$ cat config.mk
export PLATFORM = sky130hd
export DESIGN_NAME = chip8_keypad_ctrl
export DESIGN_NICKNAME = d
export VERILOG_FILES = /design/src/rtl/chip8_keypad_ctrl.sv
export SDC_FILE = /design/constraint.sdc
export NUM_CORES = 1
export LEC_CHECK = 0
export BUFFER_PORTS_ARGS = -buffer_cell sky130_fd_sc_hd__buf_2
export CORE_MARGIN = 2
export CORE_UTILIZATION = 45
export DETAILED_ROUTE_END_ITERATION = 6
export GPL_TIMING_DRIVEN = 0
export PLACE_DENSITY = 0.59
export SYNTH_ARGS = -nofsm -noshare
export SYNTH_HDL_FRONTEND = slang
export SYNTH_SLANG_ARGS = --single-unit
$ cat constraint.sdc
create_clock -name clk -period 13.2 [get_ports clk]
set_clock_uncertainty 0.15 [all_clocks]
set_input_delay 2.64 -clock clk [delete_from_list [all_inputs] [get_ports clk]]
set_output_delay 2.64 -clock clk [all_outputs]
set_load 0.05 [all_outputs]
$ cat src/rtl/chip8_keypad_ctrl.sv
// Keypad front end: two-flop synchroniser, per-key debounce, press/release event FIFO, FX0A wait engine.
// Latency: key_state follows a clean keys_raw step after DEBOUNCE_CYCLES+2 edges; an event reaches ev_valid 2 edges after that.
// Backpressure: ev_ready stalls the FIFO; events stay pending per key while it is full and coalesce (flagging overflow) on repeats.
module chip8_keypad_ctrl #(
    parameter int  NUM_KEYS        = 16,
    parameter int  DEBOUNCE_CYCLES = 4,
    parameter int  FIFO_DEPTH      = 4,
    localparam int IDX_W           = $clog2(NUM_KEYS),
    localparam int CNT_W           = $clog2(FIFO_DEPTH) + 1
) (
    input  logic                clk,
    input  logic                reset,
    input  logic [NUM_KEYS-1:0] keys_raw,
    output logic [NUM_KEYS-1:0] key_state,
    output logic                any_key,
    output logic                ev_valid,
    input  logic                ev_ready,
    output logic [IDX_W-1:0]    ev_key,
    output logic                ev_release,
    output logic [CNT_W-1:0]    ev_count,
    output logic                overflow,
    input  logic                overflow_clr,
    input  logic                wait_start,
    input  logic                wait_cancel,
    output logic                wait_busy,
    output logic                wait_done,
    output logic [IDX_W-1:0]    wait_key
);

    localparam int        PTR_W  = $clog2(FIFO_DEPTH);
    localparam logic [7:0] DB_MAX = 8'(DEBOUNCE_CYCLES - 1);
    localparam logic [NUM_KEYS-1:0] ONE_KEY = {{(NUM_KEYS-1){1'b0}}, 1'b1};

    typedef struct packed {
        logic             rel;
        logic [IDX_W-1:0] key;
    } ev_t;

    typedef enum logic [1:0] {
        ST_IDLE,
        ST_ARMED,
        ST_HELD
    } state_t;

    logic [NUM_KEYS-1:0] sync1_q, sync2_q;
    logic [NUM_KEYS-1:0] key_state_q, key_prev_q;
    logic [7:0]          db_cnt_q [NUM_KEYS];
    logic [NUM_KEYS-1:0] press_pend_q, rel_pend_q;
    logic                overflow_q;

    ev_t                 mem_q [FIFO_DEPTH];
    logic [PTR_W-1:0]    wr_ptr_q, rd_ptr_q;
    logic [CNT_W-1:0]    count_q;

    state_t              state_q;
    logic [NUM_KEYS-1:0] arm_mask_q;
    logic [IDX_W-1:0]    cap_q;
    logic                busy_q, done_q;
    logic [IDX_W-1:0]    wait_key_q;

    logic [NUM_KEYS-1:0] rise, fall;
    logic                sel_vld, sel_rel;
    logic [IDX_W-1:0]    sel_idx;
    logic                push, pop, full;
    logic [NUM_KEYS-1:0] press_clr, rel_clr;
    logic                ovf_set;
    logic [NUM_KEYS-1:0] cand;
    logic                cand_vld;
    logic [IDX_W-1:0]    cand_idx;

    // Edges of the debounced map, seen one cycle after key_state moves.
    assign rise = key_state_q & ~key_prev_q;
    assign fall = ~key_state_q & key_prev_q;

    // Two-flop synchroniser on every raw key line.
    always_ff @(posedge clk or posedge reset) begin
        if (reset) begin
            sync1_q <= '0;
            sync2_q <= '0;
        end else begin
            sync1_q <= keys_raw;
            sync2_q <= sync1_q;
        end
    end

    // Per-key debounce: flip key_state after DEBOUNCE_CYCLES consecutive differing samples.
    always_ff @(posedge clk or posedge reset) begin
        if (reset) begin
            key_state_q <= '0;
            key_prev_q  <= '0;
            for (int k = 0; k < NUM_KEYS; k++) db_cnt_q[k] <= '0;
        end else begin
            key_prev_q <= key_state_q;
            for (int k = 0; k < NUM_KEYS; k++) begin
                if (sync2_q[k] == key_state_q[k]) begin
                    db_cnt_q[k] <= '0;
                end else if (db_cnt_q[k] == DB_MAX) begin
                    key_state_q[k] <= sync2_q[k];
                    db_cnt_q[k]    <= '0;
                end else begin
                    db_cnt_q[k] <= db_cnt_q[k] + 8'd1;
                end
            end
        end
    end

    // Pick the next pending event: lowest press first, then lowest release.
    always_comb begin
        sel_idx = '0;
        sel_rel = 1'b0;
        if (|press_pend_q) begin
            for (int k = NUM_KEYS - 1; k >= 0; k--)
                if (press_pend_q[k]) sel_idx = IDX_W'(k);
        end else begin
            sel_rel = 1'b1;
            for (int k = NUM_KEYS - 1; k >= 0; k--)
                if (rel_pend_q[k]) sel_idx = IDX_W'(k);
        end
    end

    assign sel_vld   = (|press_pend_q) | (|rel_pend_q);
    assign full      = (count_q == CNT_W'(FIFO_DEPTH));
    assign pop       = ev_valid & ev_ready;
    assign push      = sel_vld & (~full | pop);
    assign press_clr = (push & ~sel_rel) ? (ONE_KEY << sel_idx) : '0;
    assign rel_clr   = (push &  sel_rel) ? (ONE_KEY << sel_idx) : '0;
    // A repeat edge on a bit not being drained this cycle is merged and lost.
    assign ovf_set   = (|(rise & press_pend_q & ~press_clr)) | (|(fall & rel_pend_q & ~rel_clr));

    // Pending event bits and the sticky overflow flag (a new set beats a clear).
    always_ff @(posedge clk or posedge reset) begin
        if (reset) begin
            press_pend_q <= '0;
            rel_pend_q   <= '0;
            overflow_q   <= 1'b0;
        end else begin
            press_pend_q <= (press_pend_q & ~press_clr) | rise;
            rel_pend_q   <= (rel_pend_q & ~rel_clr) | fall;
            if (ovf_set)
                overflow_q <= 1'b1;
            else if (overflow_clr)
                overflow_q <= 1'b0;
        end
    end

    // Event FIFO storage and pointers; pointers wrap naturally at the power-of-two depth.
    always_ff @(posedge clk or posedge reset) begin
        if (reset) begin
            wr_ptr_q <= '0;
            rd_ptr_q <= '0;
            count_q  <= '0;
            for (int i = 0; i < FIFO_DEPTH; i++) mem_q[i] <= '0;
        end else begin
            if (push) begin
                mem_q[wr_ptr_q] <= '{rel: sel_rel, key: sel_idx};
                wr_ptr_q        <= wr_ptr_q + PTR_W'(1);
            end
            if (pop)
                rd_ptr_q <= rd_ptr_q + PTR_W'(1);
            if (push && !pop)
                count_q <= count_q + CNT_W'(1);
            else if (pop && !push)
                count_q <= count_q - CNT_W'(1);
        end
    end

    // Lowest-index fresh rise among keys not held when the wait was armed.
    always_comb begin
        cand     = rise & ~arm_mask_q;
        cand_idx = '0;
        for (int k = NUM_KEYS - 1; k >= 0; k--)
            if (cand[k]) cand_idx = IDX_W'(k);
    end
    assign cand_vld = |cand;

    // FX0A wait engine: arm, capture the first new press, complete on its release.
    always_ff @(posedge clk or posedge reset) begin
        if (reset) begin
            state_q    <= ST_IDLE;
            arm_mask_q <= '0;
            cap_q      <= '0;
            busy_q     <= 1'b0;
            done_q     <= 1'b0;
            wait_key_q <= '0;
        end else begin
            done_q <= 1'b0;
            case (state_q)
                ST_IDLE: begin
                    if (wait_start && !wait_cancel) begin
                        state_q    <= ST_ARMED;
                        arm_mask_q <= key_state_q;
                        busy_q     <= 1'b1;
                    end
                end
                ST_ARMED: begin
                    arm_mask_q <= arm_mask_q & ~fall;
                    if (wait_cancel) begin
                        state_q <= ST_IDLE;
                        busy_q  <= 1'b0;
                    end else if (cand_vld) begin
                        state_q <= ST_HELD;
                        cap_q   <= cand_idx;
                    end
                end
                ST_HELD: begin
                    if (wait_cancel) begin
                        state_q <= ST_IDLE;
                        busy_q  <= 1'b0;
                    end else if (fall[cap_q]) begin
                        state_q    <= ST_IDLE;
                        busy_q     <= 1'b0;
                        done_q     <= 1'b1;
                        wait_key_q <= cap_q;
                    end
                end
                default: begin
                    state_q <= ST_IDLE;
                    busy_q  <= 1'b0;
                end
            endcase
        end
    end

    assign key_state  = key_state_q;
    assign any_key    = |key_state_q;
    assign ev_valid   = (count_q != '0);
    assign ev_key     = mem_q[rd_ptr_q].key;
    assign ev_release = mem_q[rd_ptr_q].rel;
    assign ev_count   = count_q;
    assign overflow   = overflow_q;
    assign wait_busy  = busy_q;
    assign wait_done  = done_q;
    assign wait_key   = wait_key_q;

endmodule

==> impl_metrics.ini <==
[detailed_routing]
ant_nets = 0
drt-total-wl_um = 27700
dr.pass1.iters = 5
drtIter0Drc = 627
vias_per_cell = 5.46
via_count = 9215
routedWlPerCell_um = 16.4
drc_errors = 0

[floorplan]
core_um2 = 27800
fp-row-count = 61
chipWidth_um = 172
boundaryPins = 55
start_util = 0.458
chipHeight_um = 172
die_area_um2 = 29600

[timing]
slew_headroom = 0.360
rsz0062_at_grt = false
fmax_ghz = 0.199
tns_ns = 0
maxSlewViolCount = 0
hold_ws_ns = 0.190
min_period_over_period = 0.380
setup_viol = 0
worstMarginPinSlew_ns = 0.936
finalWorstSetupSlack_ns = 8.18
hold_viol = 0
min_period_ns = 5.02

[setup_path]
worstSetupStartpointType = flop
critical_path_class = reg2out
cp_data_arrival_time_ns = 2.23
cp_max_fo = 8
worstSetupEndpointType = primary output
required_ns = 10.41

[layout]
final_area_um2 = 14700
diodes = 0
fin_util = 0.528
finalNetCount = 1329
layout-drive-gt1-share = 0.126
syn2layout_area_growth_pct = 15.2

[global_route]
busiest_layer = met2
gr-total-overflow = 0
grt_pass1_vias = 9012
use_met2 = 0.300
grt_max_degree = 109
met1_usage = 0.280
grt_use_total = 0.195
antenna_found_initial = 0
grt_pass1_wl_um = 46400
met3_usage = 0.0350

[synthesis]
ys_seq_area_frac = 0.550
ys_ff_latch = 280
syn_nets = 1240
synth_area_um2 = 12700
synth_ff_type = dfrtp_1
synthDistinctLibCells = 61
async_flop_share = 1.00
yosys_warnings = 0
synth_area_leaders = dfrtp_1 55%, xor2_1 6.2%, nor2_1 4.5%
synth_area_per_cell_um2 = 10.6
synth_top_area_share = 0.550
yosysMostFrequentCell = dfrtp_1
ys_top_cells_by_count = 280 x dfrtp_1, 152 x nor2_1, 106 x nand2_1
synth_top_area_cell = dfrtp_1
syn_inst = 1196
synth-edff-count = 0

[clocking]
root_buffer = clkbuf_16
clockBufferDepth = 3
htreeDepth = 1
clock_sinks = 280
cts_tree = built
clk_pin_slew_ns = 0.06
cts_resized = 0
cts_setup_buffers = 0
ctsHoldBuffers = 0
numCtsBuffers = 31
clk_latency_ns = 0.58

[placed_design]
dp_slack_ns = 7.73
hpwl_um = 19400
io_buffers = 54
place_area_um2 = 13500
place_congestion = 0.926

[power]
p_leak_nw = 6.57
p_per_area_nw_per_um2 = 221
ir_drop_mv = 0.144

[hold_path]
hp-class = reg2reg

[run_status]
status = complete, no violations

[flow_run]
cap_violations = 0
==> cell usage in the layout, fill, tap and decap left out, drive strengths merged, types with 7 or more instances in the layout <==
master  synthesis  routed
dfrtp         280     280
nor2          152     152
nand2         106     106
xor2           90      90
nand3          83      83
buf             4      60
clkbuf         18      59
and3           45      45
o21ai          45      45
a21oi          34      34
inv            26      30
mux2           29      29
nor3           28      28
xnor2          28      28
nand2b         25      25
ha             21      21
nor4           18      18
o22a           17      17
nor4b          15      15
a31oi          11      11
o31ai          10      10
nor2b           9       9
a21o            8       8
and2            8       8
mux4            7       7
o22ai           7       7
==> registers in the layout, summed over array words and instances (netlist names) <==
name / count
overflow: 1
arm_mask_q: 16
rd_ptr_q: 2
sync2_q: 16
rel_pend_q: 16
wait_done: 1
wait_key: 4
wr_ptr_q: 2
press_pend_q: 16
sync1_q: 16
mem_q: 20
ev_count: 3
wait_busy: 1
state_q: 2
key_prev_q: 16
db_cnt_q: 128
cap_q: 4
key_state: 16
==> logic make-up (layout without fill, tap and decap cells) <==
kind of cell / after synthesis / after routing / synth area share
XOR/XNOR: 118 / 118 / 0.0812
AO/OA/AOI/OAI: 170 / 170 / 0.0891
adder cells (fa/ha/maj): 22 / 22 / 0.0222
buffers and inverters: 48 / 162 / 0.0144
AND/OR/NAND/NOR: 521 / 521 / 0.204
multiplexers: 37 / 37 / 0.0388
flip-flops: 280 / 280 / 0.550
==> through the flow <==
step                      std cells  power [W]
after floorplan                1196    0.00199
after global placement         1628    0.00230
after detailed placement       1630    0.00232
after CTS                      1688    0.00327
after global routing           1688    0.00344
final                          1688    0.00324
==> path summary, 6_finish.rpt <==
path	from	to	slack, ns	cells past startpoint
worst max-delay path	key_state[11]	any_key	8.18	4
worst min-delay path	sync1_q[6]	sync2_q[6]	0.19	0
worst max register to register	rel_pend_q[5]	overflow	9.02	9
worst min register to register	sync1_q[6]	sync2_q[6]	0.19	0
max in group asynchronous	reset	db_cnt_q[42]	9.58	4
min in group asynchronous	reset	sync1_q[14]	1.99	2
==> per-layer routing <==
layer  vias up  part of all wire
met1      4486              0.48
met5         -                 0
met2       249              0.44
li1       4416                 -
met3        64             0.054
met4         0             0.030
==> report_power, final <==
group,switching [W],internal (W)
clock network,0.000362,0.000573
logic,0.000672,0.000361
registers,0.000229,0.00105
==> worst max-delay path: stages (launching register included) <==
cell      delay (ns)
dfrtp_1         0.40
clkbuf_1        0.22
nor4_1          0.53
nand4_1         0.23
buf_2           0.27
==> layout make-up <==
type | count | area (um^2)
inverters | 26 | 105
well taps | 378 | 473
flip-flops and latches | 280 | 7010
repair buffers | 56 | 325
multi-input cells | 868 | 5540
plain buffers | 22 | 86.3
fillers | 2501 | 13100
clock buffers | 41 | 883
clock inverters | 17 | 251
Note: power is estimated with default switching activity, not from simulation.
